### src/rtl/spi_ram_arbiter.sv
// spi_ram_arbiter
// Shares one single-port synchronous RAM between the SPI slave command stream
// and a local requester, using round-robin arbitration.
//
// Ports:
//   clk, rst_n            clock; synchronous active-low reset
//   rx_data, rx_valid     SPI command word ([9:8] opcode, [7:0] payload) + strobe
//   tx_data, tx_valid     SPI read data + one-cycle strobe
//   loc_req, loc_we,      local request (level, held until loc_gnt), write flag,
//   loc_addr, loc_wdata   address and write data
//   loc_gnt               one-cycle pulse while the local access is on the RAM port
//   loc_rdata, loc_rvalid local read data + one-cycle strobe
//   mem_en, mem_we,       RAM port (registered)
//   mem_addr, mem_wdata
//   mem_rdata             RAM read data, valid the cycle after a read access
//   spi_ovf               sticky: an SPI access command was dropped
//
// Opcodes: 00 set write address, 10 set read address,
//          01 enqueue write {wr_addr, payload}, 11 enqueue read {rd_addr}.

module spi_ram_arbiter #(
  parameter int ADDR_SIZE = 8
) (
  input  logic                 clk,
  input  logic                 rst_n,
  input  logic [9:0]           rx_data,
  input  logic                 rx_valid,
  output logic [7:0]           tx_data,
  output logic                 tx_valid,
  input  logic                 loc_req,
  input  logic                 loc_we,
  input  logic [ADDR_SIZE-1:0] loc_addr,
  input  logic [7:0]           loc_wdata,
  output logic                 loc_gnt,
  output logic [7:0]           loc_rdata,
  output logic                 loc_rvalid,
  output logic                 mem_en,
  output logic                 mem_we,
  output logic [ADDR_SIZE-1:0] mem_addr,
  output logic [7:0]           mem_wdata,
  input  logic [7:0]           mem_rdata,
  output logic                 spi_ovf
);

  typedef enum logic [1:0] {IDLE, ACCESS, RD_DATA} state_t;

  state_t state, state_nxt;

  logic [ADDR_SIZE-1:0] wr_addr, rd_addr;

  // Single-entry SPI slot holding a snapshot of the queued access.
  logic                 slot_full;
  logic                 slot_we;
  logic [ADDR_SIZE-1:0] slot_addr;
  logic [7:0]           slot_data;

  // 1 = SPI was granted last, 0 = local was granted last (reset value).
  logic last_gnt_spi;
  // Owner and direction of the access currently in flight.
  logic cur_spi;
  logic cur_we;

  logic grant_spi, grant_loc;

  logic                 mem_en_d, mem_we_d, loc_gnt_d;
  logic [ADDR_SIZE-1:0] mem_addr_d;
  logic [7:0]           mem_wdata_d;
  logic                 tx_valid_d, loc_rvalid_d;

  logic enq, enq_is_wr;

  assign enq       = rx_valid && rx_data[8];
  assign enq_is_wr = !rx_data[9];

  // State register.
  always_ff @(posedge clk) begin
    if (!rst_n) state <= IDLE;
    else        state <= state_nxt;
  end

  // Next-state and arbitration. Grants are only decided in IDLE; on a tie the
  // side not granted last wins.
  always_comb begin
    grant_spi = 1'b0;
    grant_loc = 1'b0;
    state_nxt = state;
    case (state)
      IDLE: begin
        if (slot_full && loc_req) begin
          grant_spi = !last_gnt_spi;
          grant_loc = last_gnt_spi;
        end else begin
          grant_spi = slot_full;
          grant_loc = loc_req;
        end
        if (grant_spi || grant_loc) state_nxt = ACCESS;
      end
      ACCESS:  state_nxt = cur_we ? IDLE : RD_DATA;
      RD_DATA: state_nxt = IDLE;
      default: state_nxt = IDLE;
    endcase
  end

  // Output decode: next values for the registered outputs. The RAM port is
  // loaded at the edge entering ACCESS so mem_en is high for exactly that cycle.
  always_comb begin
    mem_en_d     = grant_spi || grant_loc;
    mem_we_d     = 1'b0;
    mem_addr_d   = '0;
    mem_wdata_d  = '0;
    loc_gnt_d    = grant_loc;
    if (grant_spi) begin
      mem_we_d    = slot_we;
      mem_addr_d  = slot_addr;
      mem_wdata_d = slot_data;
    end else if (grant_loc) begin
      mem_we_d    = loc_we;
      mem_addr_d  = loc_addr;
      mem_wdata_d = loc_wdata;
    end
    tx_valid_d   = (state == RD_DATA) && cur_spi;
    loc_rvalid_d = (state == RD_DATA) && !cur_spi;
  end

  // Datapath: output registers, command decode, SPI slot and overflow flag.
  // An enqueue is accepted into a full slot only when that slot is being
  // granted at the same edge.
  always_ff @(posedge clk) begin
    if (!rst_n) begin
      mem_en       <= 1'b0;
      mem_we       <= 1'b0;
      mem_addr     <= '0;
      mem_wdata    <= '0;
      loc_gnt      <= 1'b0;
      tx_valid     <= 1'b0;
      tx_data      <= '0;
      loc_rvalid   <= 1'b0;
      loc_rdata    <= '0;
      spi_ovf      <= 1'b0;
      wr_addr      <= '0;
      rd_addr      <= '0;
      slot_full    <= 1'b0;
      slot_we      <= 1'b0;
      slot_addr    <= '0;
      slot_data    <= '0;
      last_gnt_spi <= 1'b0;
      cur_spi      <= 1'b0;
      cur_we       <= 1'b0;
    end else begin
      mem_en     <= mem_en_d;
      mem_we     <= mem_we_d;
      mem_addr   <= mem_addr_d;
      mem_wdata  <= mem_wdata_d;
      loc_gnt    <= loc_gnt_d;
      tx_valid   <= tx_valid_d;
      loc_rvalid <= loc_rvalid_d;
      if (tx_valid_d)   tx_data   <= mem_rdata;
      if (loc_rvalid_d) loc_rdata <= mem_rdata;

      if (mem_en_d) begin
        cur_spi      <= grant_spi;
        cur_we       <= mem_we_d;
        last_gnt_spi <= grant_spi;
      end

      if (rx_valid) begin
        case (rx_data[9:8])
          2'b00:   wr_addr <= rx_data[ADDR_SIZE-1:0];
          2'b10:   rd_addr <= rx_data[ADDR_SIZE-1:0];
          default: ;
        endcase
      end

      if (grant_spi) slot_full <= 1'b0;
      if (enq) begin
        if (!slot_full || grant_spi) begin
          slot_full <= 1'b1;
          slot_we   <= enq_is_wr;
          slot_addr <= enq_is_wr ? wr_addr : rd_addr;
          slot_data <= enq_is_wr ? rx_data[7:0] : 8'h00;
        end else begin
          spi_ovf <= 1'b1;
        end
      end
    end
  end

endmodule
### config.mk
export PLATFORM = sky130hd
export DESIGN_NAME = spi_ram_arbiter
export DESIGN_NICKNAME = d
export VERILOG_FILES = /design/src/rtl/spi_ram_arbiter.sv
export SDC_FILE = /design/constraint.sdc
export NUM_CORES = 1
export LEC_CHECK = 0
export CAP_MARGIN = 20
export CORE_MARGIN = 5
export CORE_UTILIZATION = 35
export CTS_CLUSTER_SIZE = 24
export DETAILED_ROUTE_END_ITERATION = 8
export GPL_TIMING_DRIVEN = 0
export SYNTH_ARGS = -nofsm -noshare
export SYNTH_HDL_FRONTEND = slang
export SYNTH_SLANG_ARGS = --single-unit
export TNS_END_PERCENT = 50
### constraint.sdc
create_clock -name clk -period 1.48 [get_ports clk]
set_input_delay 0.296 -clock clk [delete_from_list [all_inputs] [get_ports clk]]
set_output_delay 0.296 -clock clk [all_outputs]
set_load 0.03 [all_outputs]
Yosys cells after proc, flatten, opt, wreduce, memory -nomap -nowiden
Index checks and enable logic that the tools add are counted.

Flip-flop bits (word level): 76. Latch bits: 0. Memory bits (writable): 0. ROM bits: 0. Output and inout bits: 38. Logic and storage cells: 60. Memories: 0.

Add/subtract/negate cells: 0. $mul: 0. Divide/modulo/power cells: 0. Magnitude comparators: 0. Eq/ne operators: 4. Shift operators: 0. Multiplexer cells: 20. Bitwise gates (word level): 1. Reduce and logical (&&, ||, !) cells: 16.

Operators with widths (number): $mux 8 (6); $mux 1 (11); $reduce_and 2->1 (4); $eq 2x2->1 const B (2); $logic_and 1x1->1 (4); $logic_not 2->1 (2); $mux 2 (2); $pmux 2 s2 (1); $logic_not 1->1 (3); $logic_or 1x1->1 (3); $eq 2x1->1 const B (1); $ne 2x2->1 const B (1); $not 1->1 (1).

Depth between registers and ports, before layout
Gate-level depths: netlist (run 1).

Word-level depth: 7. Gate-level depth with buffers: 6. Depth with buffers taken out: 3.

Worst setup path after synthesis (run 1)
Ideal clock, no wire load.

Path kind: register to register. From: register state[0]. To: register slot_addr[1]. Arrival: 1270 ps. Data required time: 1421 ps. Path slack: 151 ps. Stages on the path, launching flop included: 5. Buffers on the path: 1. Clock period less this slack: 1329 ps. Cell sequence: dfxtp_1 a211o_1 buf_6 a2111oi_1 a31o_1.

Word-level cells in the longest chain between the ends: 4.

RTL lines: from (decl) (RTL line 47) `state_t state, state_nxt;`; from (signal assigned) (RTL line 78) `else state <= state_nxt;`; $logic_not 2->1 (RTL line 87) `case (state)`; $mux 1 (RTL line 87); $logic_or 1x1->1 (RTL line 176) `if (!slot_full || grant_spi) begin`; $reduce_and 2->1 (no source line); to (signal assigned) (RTL line 179) `slot_addr <= enq_is_wr ? wr_addr : rd_addr;`; to (decl) (RTL line 54) `logic [ADDR_SIZE-1:0] slot_addr;`.

Every way passes these cells. A chain may end at the register's enable or synchronous reset.

==> impl_summary.txt, run 1 <==
----------------------------------------------------
[Floorplanning]
  Die Height ... 99.9 um
  Area enclosed by the die boundary ... 0.00999 mm2
  Standard cell core area ... 0.00781 mm2
  Row Count ... 32
  Starting utilization of the core area ... 36.2%
  Die width ... 99.9 um
  Ports ... 77

[Yosys]
  Sequential-to-total area share from yosys stat ... 53.8%
  Dominant synthesized flop cell ... sky130_fd_sc_hd__dfxtp_1
  Most frequent cell after synthesis ... sky130_fd_sc_hd__dfxtp_1
  Area contributors post-synth ... sky130_fd_sc_hd__dfxtp_1, sky130_fd_sc_hd__mux2i_1, sky130_fd_sc_hd__a22o_1
  Most instantiated cells after synthesis ... sky130_fd_sc_hd__dfxtp_1, sky130_fd_sc_hd__mux2i_1, sky130_fd_sc_hd__nor2_1
  Synth Register Bits ... 76
  Count of flip-flops with a built-in enable after synthesis ... 0
  Mapped Nets ... 298
  Post-synthesis cell count ... 259
  Area of the mapped netlist ... 0.00283 mm2
  Post-synthesis area per instance ... 10.9 um2
  Syn. warnings ... 0
  Area share of the leading cell type in the synthesized netlist ... 53.8%
  Cell accounting for the most synthesized area ... sky130_fd_sc_hd__dfxtp_1
  Distinct cell type count of the synthesized netlist ... 28
  Share of flip-flops with an asynchronous set or reset ... 0%

[Drt]
  Detailed-route via count ... 2162
  Total length of routed wires ... 6750 um
  Post-DRT Antenna Nets ... 0
  DR iter-0 viols ... 45
  # DRC ... 0
  Drt wl/cell ... 14.9 um
  Detailed-router iteration count before antenna repair ... 4
  Mean number of vias per cell ... 4.77

[Power and ir drop]
  Highest ir drop seen on vdd ... 0.427 mV
  Power per Cell Area ... 1060 mW/mm2
  Overall power of the completed layout ... 4.22 mW
  Leakage power summed over all cells ... 1.78 nW

[Clock network]
  Total CTS buffers ... 9
  Max Buffers Root-to-Sink ... 2
  Max H-tree Level ... 3
  Buffer type at the clock tree root ... sky130_fd_sc_hd__clkbuf_8
  Sinks on the clock net ... 76
  Worst-skew pair later-pin latency ... 0.34 ns
  CTS tree ... yes
  Post-CTS Hold Buffers ... 0
  Clock slew seen by the registers of the worst setup and hold paths ... 0.08 ns

[Final layout]
  Fillers ... 753
  Area growth from synthesis to layout ... 39.9%
  Reg area ... 0.00153 mm2
  Post-layout instance area ... 0.00396 mm2
  Antenna cells ... 0
  Layout Nets ... 385
  Layout cells sized above 1 ... 14.2%
  Area of the multi-input gates ... 0.00125 mm2
  Number of standard cells in the layout, taps in and fillers out ... 453

[Placed design]
  Global placement routability congestion ... 0.763
  Post-place setup slack ... -0.745 ns
  Final HPWL DP ... 5030 um
  Placed cell area ... 0.00371 mm2
  Cell Count Post-Placement ... 436
  Port-buffer cells ... 75

[Global route]
  Vias in the first global route ... 2101
  Global-route total usage across every layer ... 13.7%
  Routing usage on met1 ... 17.6%
  GRT Residual Overflow ... 0
  Pin count of the biggest net entering global routing ... 13
  GR Layer Usage met3 ... 3.06%
  Wire length of the first global-routing pass ... 10600 um
  GRT busiest layer ... met2
  Number of antenna violations at the first check in global routing ... 0
  Met2 GRT Util ... 21.9%

[STA]
  Pins over their slew limit ... 0
  Unrepaired setup endpoints after global routing ... yes
  Endpoints failing hold ... 0
  Transition time of the tightest slew-check pin ... 0.322 ns
  Worst setup margin ... 0.0160 ns
  Portion of the clock cycle consumed by the worst path in the final layout ... 98.9%
  Max Freq ... 683 MHz
  Relative max-transition margin ... 77.9%
  Setup skew after layout ... 0.00992 ns
  Tmin final ... 1.46 ns
  Setup Total Neg Slack ... 0 ns
  Final setup violating endpoints ... 0

[Worst setup path]
  Req. time, crit path ... 1.77 ns
  CP arrival ... 1.75 ns
  CP max-delay cell ... sky130_fd_sc_hd__a2111oi_2
  Cell-by-cell listing of the critical path ... a211o_1, buf_6, a2111oi_2, a31o_1
  Critical Path Sink Type ... flip-flop
  Crit start category ... flip-flop
  Category of the critical setup timing path ... reg -> reg
  Longest individual stage delay on the worst path ... 0.41 ns
  CP max FO ... 10

[Job]
  Max-cap violations ... 0

[Run status]
  Outcome ... finished, final reports clean

[Worst hold path]
  Min-Delay Path Class ... in -> reg

----------------------------------------------------
power breakdown:
| part | total, mW | switching, mW | internal [mW] | leakage, nW |
|---|---|---|---|---|
| clock | 1.54 | 0.717 | 0.824 | 0.100 |
| sequential | 2.15 | 0.0375 | 2.11 | 0.619 |
| combinational | 0.525 | 0.278 | 0.246 | 1.06 |
| total | 4.22 | 1.03 | 3.18 | 1.78 |
layout by cell type, fill, tap and decap left out, types with 2 or more instances in the layout:
master | netlist | routed
sky130_fd_sc_hd__and3_1 | 2 | 2
sky130_fd_sc_hd__dfxtp_2 | 0 | 4
sky130_fd_sc_hd__dlymetal6s2s_1 | 0 | 2
sky130_fd_sc_hd__dfxtp_1 | 76 | 72
sky130_fd_sc_hd__clkdlybuf4s50_1 | 0 | 35
sky130_fd_sc_hd__a22o_1 | 17 | 17
sky130_fd_sc_hd__nor2b_1 | 2 | 2
sky130_fd_sc_hd__mux2i_1 | 49 | 49
sky130_fd_sc_hd__nand3b_1 | 10 | 10
sky130_fd_sc_hd__a21oi_1 | 3 | 3
sky130_fd_sc_hd__dlygate4sd2_1 | 0 | 38
sky130_fd_sc_hd__clkbuf_8 | 0 | 10
sky130_fd_sc_hd__a31o_1 | 8 | 8
sky130_fd_sc_hd__buf_4 | 3 | 5
sky130_fd_sc_hd__clkbuf_1 | 9 | 3
sky130_fd_sc_hd__nand2b_1 | 2 | 2
sky130_fd_sc_hd__nor3b_1 | 3 | 2
sky130_fd_sc_hd__clkbuf_4 | 0 | 5
sky130_fd_sc_hd__buf_2 | 7 | 4
sky130_fd_sc_hd__nand2_1 | 13 | 13
sky130_fd_sc_hd__nor2_1 | 36 | 36
sky130_fd_sc_hd__a2111oi_2 | 2 | 7
sky130_fd_sc_hd__buf_6 | 1 | 2
sky130_fd_sc_hd__clkinv_2 | 0 | 2
sky130_fd_sc_hd__clkbuf_2 | 0 | 5
cell type report:
| class | instances | share of cell area [%] |
|---|---|---|
| clock inverter | 4 | 1.23 |
| multi-input combinational | 161 | 31.7 |
| timing repair buffer | 76 | 18.1 |
| buffer | 21 | 3.51 |
| inverter | 1 | 0.0948 |
| clock buffer | 12 | 3.67 |
| sequential | 76 | 38.5 |
| tap | 102 | 3.22 |
kinds of logic (layout without fill, tap and decap cells):
family                 count (synthesis)  after routing  synth area share (%)
AOI/OAI and AO/OA                     42             42                  13.4
buffers and inverters                 22            114                  3.89
muxes                                 49             49                  17.3
and+or+nand+nor                       70             70                  11.7
DFF                                   76             76                  53.8
registers in the layout, summed over array words and instances (netlist names):
signal	flops
spi_ovf	1
cur_spi	1
mem_wdata	8
slot_full	1
tx_data	8
loc_gnt	1
tx_valid	1
state	2
cur_we	1
loc_rdata	8
mem_addr	8
rd_addr	8
slot_addr	8
mem_we	1
mem_en	1
slot_we	1
wr_addr	8
slot_data	8
loc_rvalid	1
final timing paths:
kind,start,end,slack (ns),cells past startpoint
worst max register to register,cur_spi$_SDFFE_PN0P_,slot_addr[4]$_SDFFE_PN0P_,0.02,4
worst min-delay path,loc_req,cur_spi$_SDFFE_PN0P_,0.27,2
worst min register to register,cur_we$_SDFFE_PN0P_,state[1]$_SDFFE_PN0P_,0.43,1
worst max-delay path,cur_spi$_SDFFE_PN0P_,slot_addr[4]$_SDFFE_PN0P_,0.02,4
timing repair:
action                                  in CTS  in global routing
endpoints found under the setup margin      97                 62
setup buffers                                0                  1
resized for setup                           48                 29
pin swaps                                    1                  0
metal layers:
metal  part of all wire (%)  vias up
met3                    3.6        7
li1                       -     1099
met2                     49       36
met5                      0        -
met1                     46     1020
met4                    1.3        0
per-stage QoR:
stage / utilization [%] / hold WS [ns]
2_1_floorplan: - / 0.398
3_3_place_gp: 47.5 / 0.413
3_5_place_dp: 47.5 / 0.414
4_1_cts: 49.6 / 0.432
5_1_grt: 50.7 / 0.306
6_report: 50.7 / 0.274
worst max-delay path: cells and delay by family (launching register included):
family / cells / cell delay [ns]
flip-flops: 1 / 0.35
buffers and inverters: 1 / 0.17
AO/OA/AOI/OAI: 3 / 0.89
Power figures use the tool's default switching activity.
==> run 2, diff against run 1 <==
Settings changed: SETUP_SLACK_MARGIN set to 0.1.
==> impl_summary.txt, run 2 (same netlist as run 1, synthesis figures left out) <==
----------------------------------------------------
[Clock network]
  Buffer type at the clock tree root ... sky130_fd_sc_hd__clkbuf_8
  Clock slew seen by the registers of the worst setup and hold paths ... 0.08 ns
  Max Buffers Root-to-Sink ... 2
  Max H-tree Level ... 3
  Sinks on the clock net ... 76
  Total CTS buffers ... 9
  Worst-skew pair later-pin latency ... 0.34 ns
  Post-CTS Hold Buffers ... 0
  CTS tree ... yes

[Final layout]
  Antenna cells ... 0
  Area growth from synthesis to layout ... 46.2%
  Layout cells sized above 1 ... 16.2%
  Most common cell after layout, fill and taps aside ... sky130_fd_sc_hd__dfxtp_1
  Number of standard cells in the layout, taps in and fillers out ... 454
  Commonest non-fill, non-tap cells in the layout ... sky130_fd_sc_hd__dfxtp_1, sky130_fd_sc_hd__mux2i_1, sky130_fd_sc_hd__nor2_1
  Layout Nets ... 386
  Post-layout instance area ... 0.00414 mm2

[STA]
  Transition time of the tightest slew-check pin ... 0.411 ns
  Tmin final ... 1.43 ns
  Pins over their slew limit ... 0
  Setup Total Neg Slack ... 0 ns
  Max Freq ... 701 MHz
  Worst setup margin ... 0.0540 ns
  Endpoints failing hold ... 0
  Unrepaired setup endpoints after global routing ... yes
  Portion of the clock cycle consumed by the worst path in the final layout ... 96.4%
  Relative max-transition margin ... 72.6%
  Setup skew after layout ... 0.00885 ns
  Final setup violating endpoints ... 0

[Worst hold path]
  Hold_sp ... loc_req
  Min-Delay Path Class ... in -> reg

[Placed design]
  Cell Count Post-Placement ... 436
  Post-place setup slack ... -0.745 ns
  Placed cell area ... 0.00371 mm2
  Final HPWL DP ... 5030 um
  Port-buffer cells ... 75
  Global placement routability congestion ... 0.763

[Job]
  Max-cap violations ... 0

[Global route]
  GRT Residual Overflow ... 0
  Pin count of the biggest net entering global routing ... 13
  GRT busiest layer ... met2
  Number of antenna violations at the first check in global routing ... 0
  Vias in the first global route ... 2135
  GR Layer Usage met3 ... 3.06%
  Wire length of the first global-routing pass ... 10800 um
  Global-route total usage across every layer ... 13.9%
  Met2 GRT Util ... 22.4%
  Routing usage on met1 ... 17.9%

[Worst setup path]
  Crit path from ... rx_data[8]
  Cell-by-cell listing of the critical path ... clkdlybuf4s50_1, nand2_1, buf_6, a21o_4, a31o_1
  CP max FO ... 10
  CP arrival ... 1.67 ns
  Longest individual stage delay on the worst path ... 0.56 ns
  Crit start category ... input pin
  Category of the critical setup timing path ... in -> reg
  Critical Path Sink Type ... flip-flop
  Req. time, crit path ... 1.72 ns
  R2r startpoint ... cur_spi$_SDFFE_PN0P_
  CP max-delay cell ... sky130_fd_sc_hd__clkdlybuf4s50_1

[Drt]
  DR iter-0 viols ... 88
  Detailed-router iteration count before antenna repair ... 4
  # DRC ... 0
  Drt wl/cell ... 15.4 um
  Post-DRT Antenna Nets ... 0
  Total length of routed wires ... 6990 um
  Mean number of vias per cell ... 4.78
  Detailed-route via count ... 2171

[Floorplanning]
  Area enclosed by the die boundary ... 0.00999 mm2
  Die Height ... 99.9 um
  Standard cell core area ... 0.00781 mm2
  Ports ... 77
  Die width ... 99.9 um
  Row Count ... 32
  Starting utilization of the core area ... 36.2%

[Power and ir drop]
  Overall power of the completed layout ... 4.28 mW
  Highest ir drop seen on vdd ... 0.427 mV
  Leakage power summed over all cells ... 1.73 nW
  Power per Cell Area ... 1030 mW/mm2

[Run status]
  Outcome ... finished, final reports clean

----------------------------------------------------
[run 2: final timing paths]
check                               to  slack, ns  cells after the start
max          slot_addr[1]$_SDFFE_PN0P_       0.05                      5
min               cur_spi$_SDFFE_PN0P_       0.42                      2
max reg2reg  slot_addr[0]$_SDFFE_PN0P_       0.08                      4
min reg2reg      state[1]$_SDFFE_PN0P_       0.43                      1
[run 2: stage by stage]
step / util, % / hold WS, ns
finish: 53.0 / 0.419
global route: 53.0 / 0.436
CTS: 51.6 / 0.364
detailed placement: 47.5 / 0.414
global placement: 47.5 / 0.413
floorplan: - / 0.398
[run 2: layout make-up]
| class | instances | area, um2 |
|---|---|---|
| Fill cell | 727 | 3670 |
| Sequential cell | 76 | 1530 |
| Multi-Input combinational cell | 161 | 1380 |
| Timing Repair Buffer | 77 | 754 |
| Buffer | 21 | 151 |
| Clock buffer | 12 | 145 |
| Tap cell | 102 | 128 |
| Clock inverter | 4 | 48.8 |
| Inverter | 1 | 5.00 |
[run 2: power breakdown]
part	switching, mW	internal (mW)
logic	0.310	0.279
registers	0.0398	2.11
clock network	0.713	0.824
[run 2: critical path: cells and delay by family]
family	cells	cell delay, ns
simple gates	1	0.16
buf+inv	2	0.77
compound gates	2	0.43
[run 2: metal layers]
| metal | vias up | part of all wire (%) |
|---|---|---|
| met2 | 44 | 51 |
| li1 | 1102 | - |
| met3 | 6 | 4.7 |
| met5 | - | 0 |
| met1 | 1019 | 43 |
| met4 | 0 | 1.2 |
[run 2: timing repair]
item | in CTS | in global routing
buffers inserted | 0 | 0
setup endpoints to repair | 106 | 67
gates resized for setup | 92 | 21
gates cloned | 0 | 2
pin swaps | 4 | 7
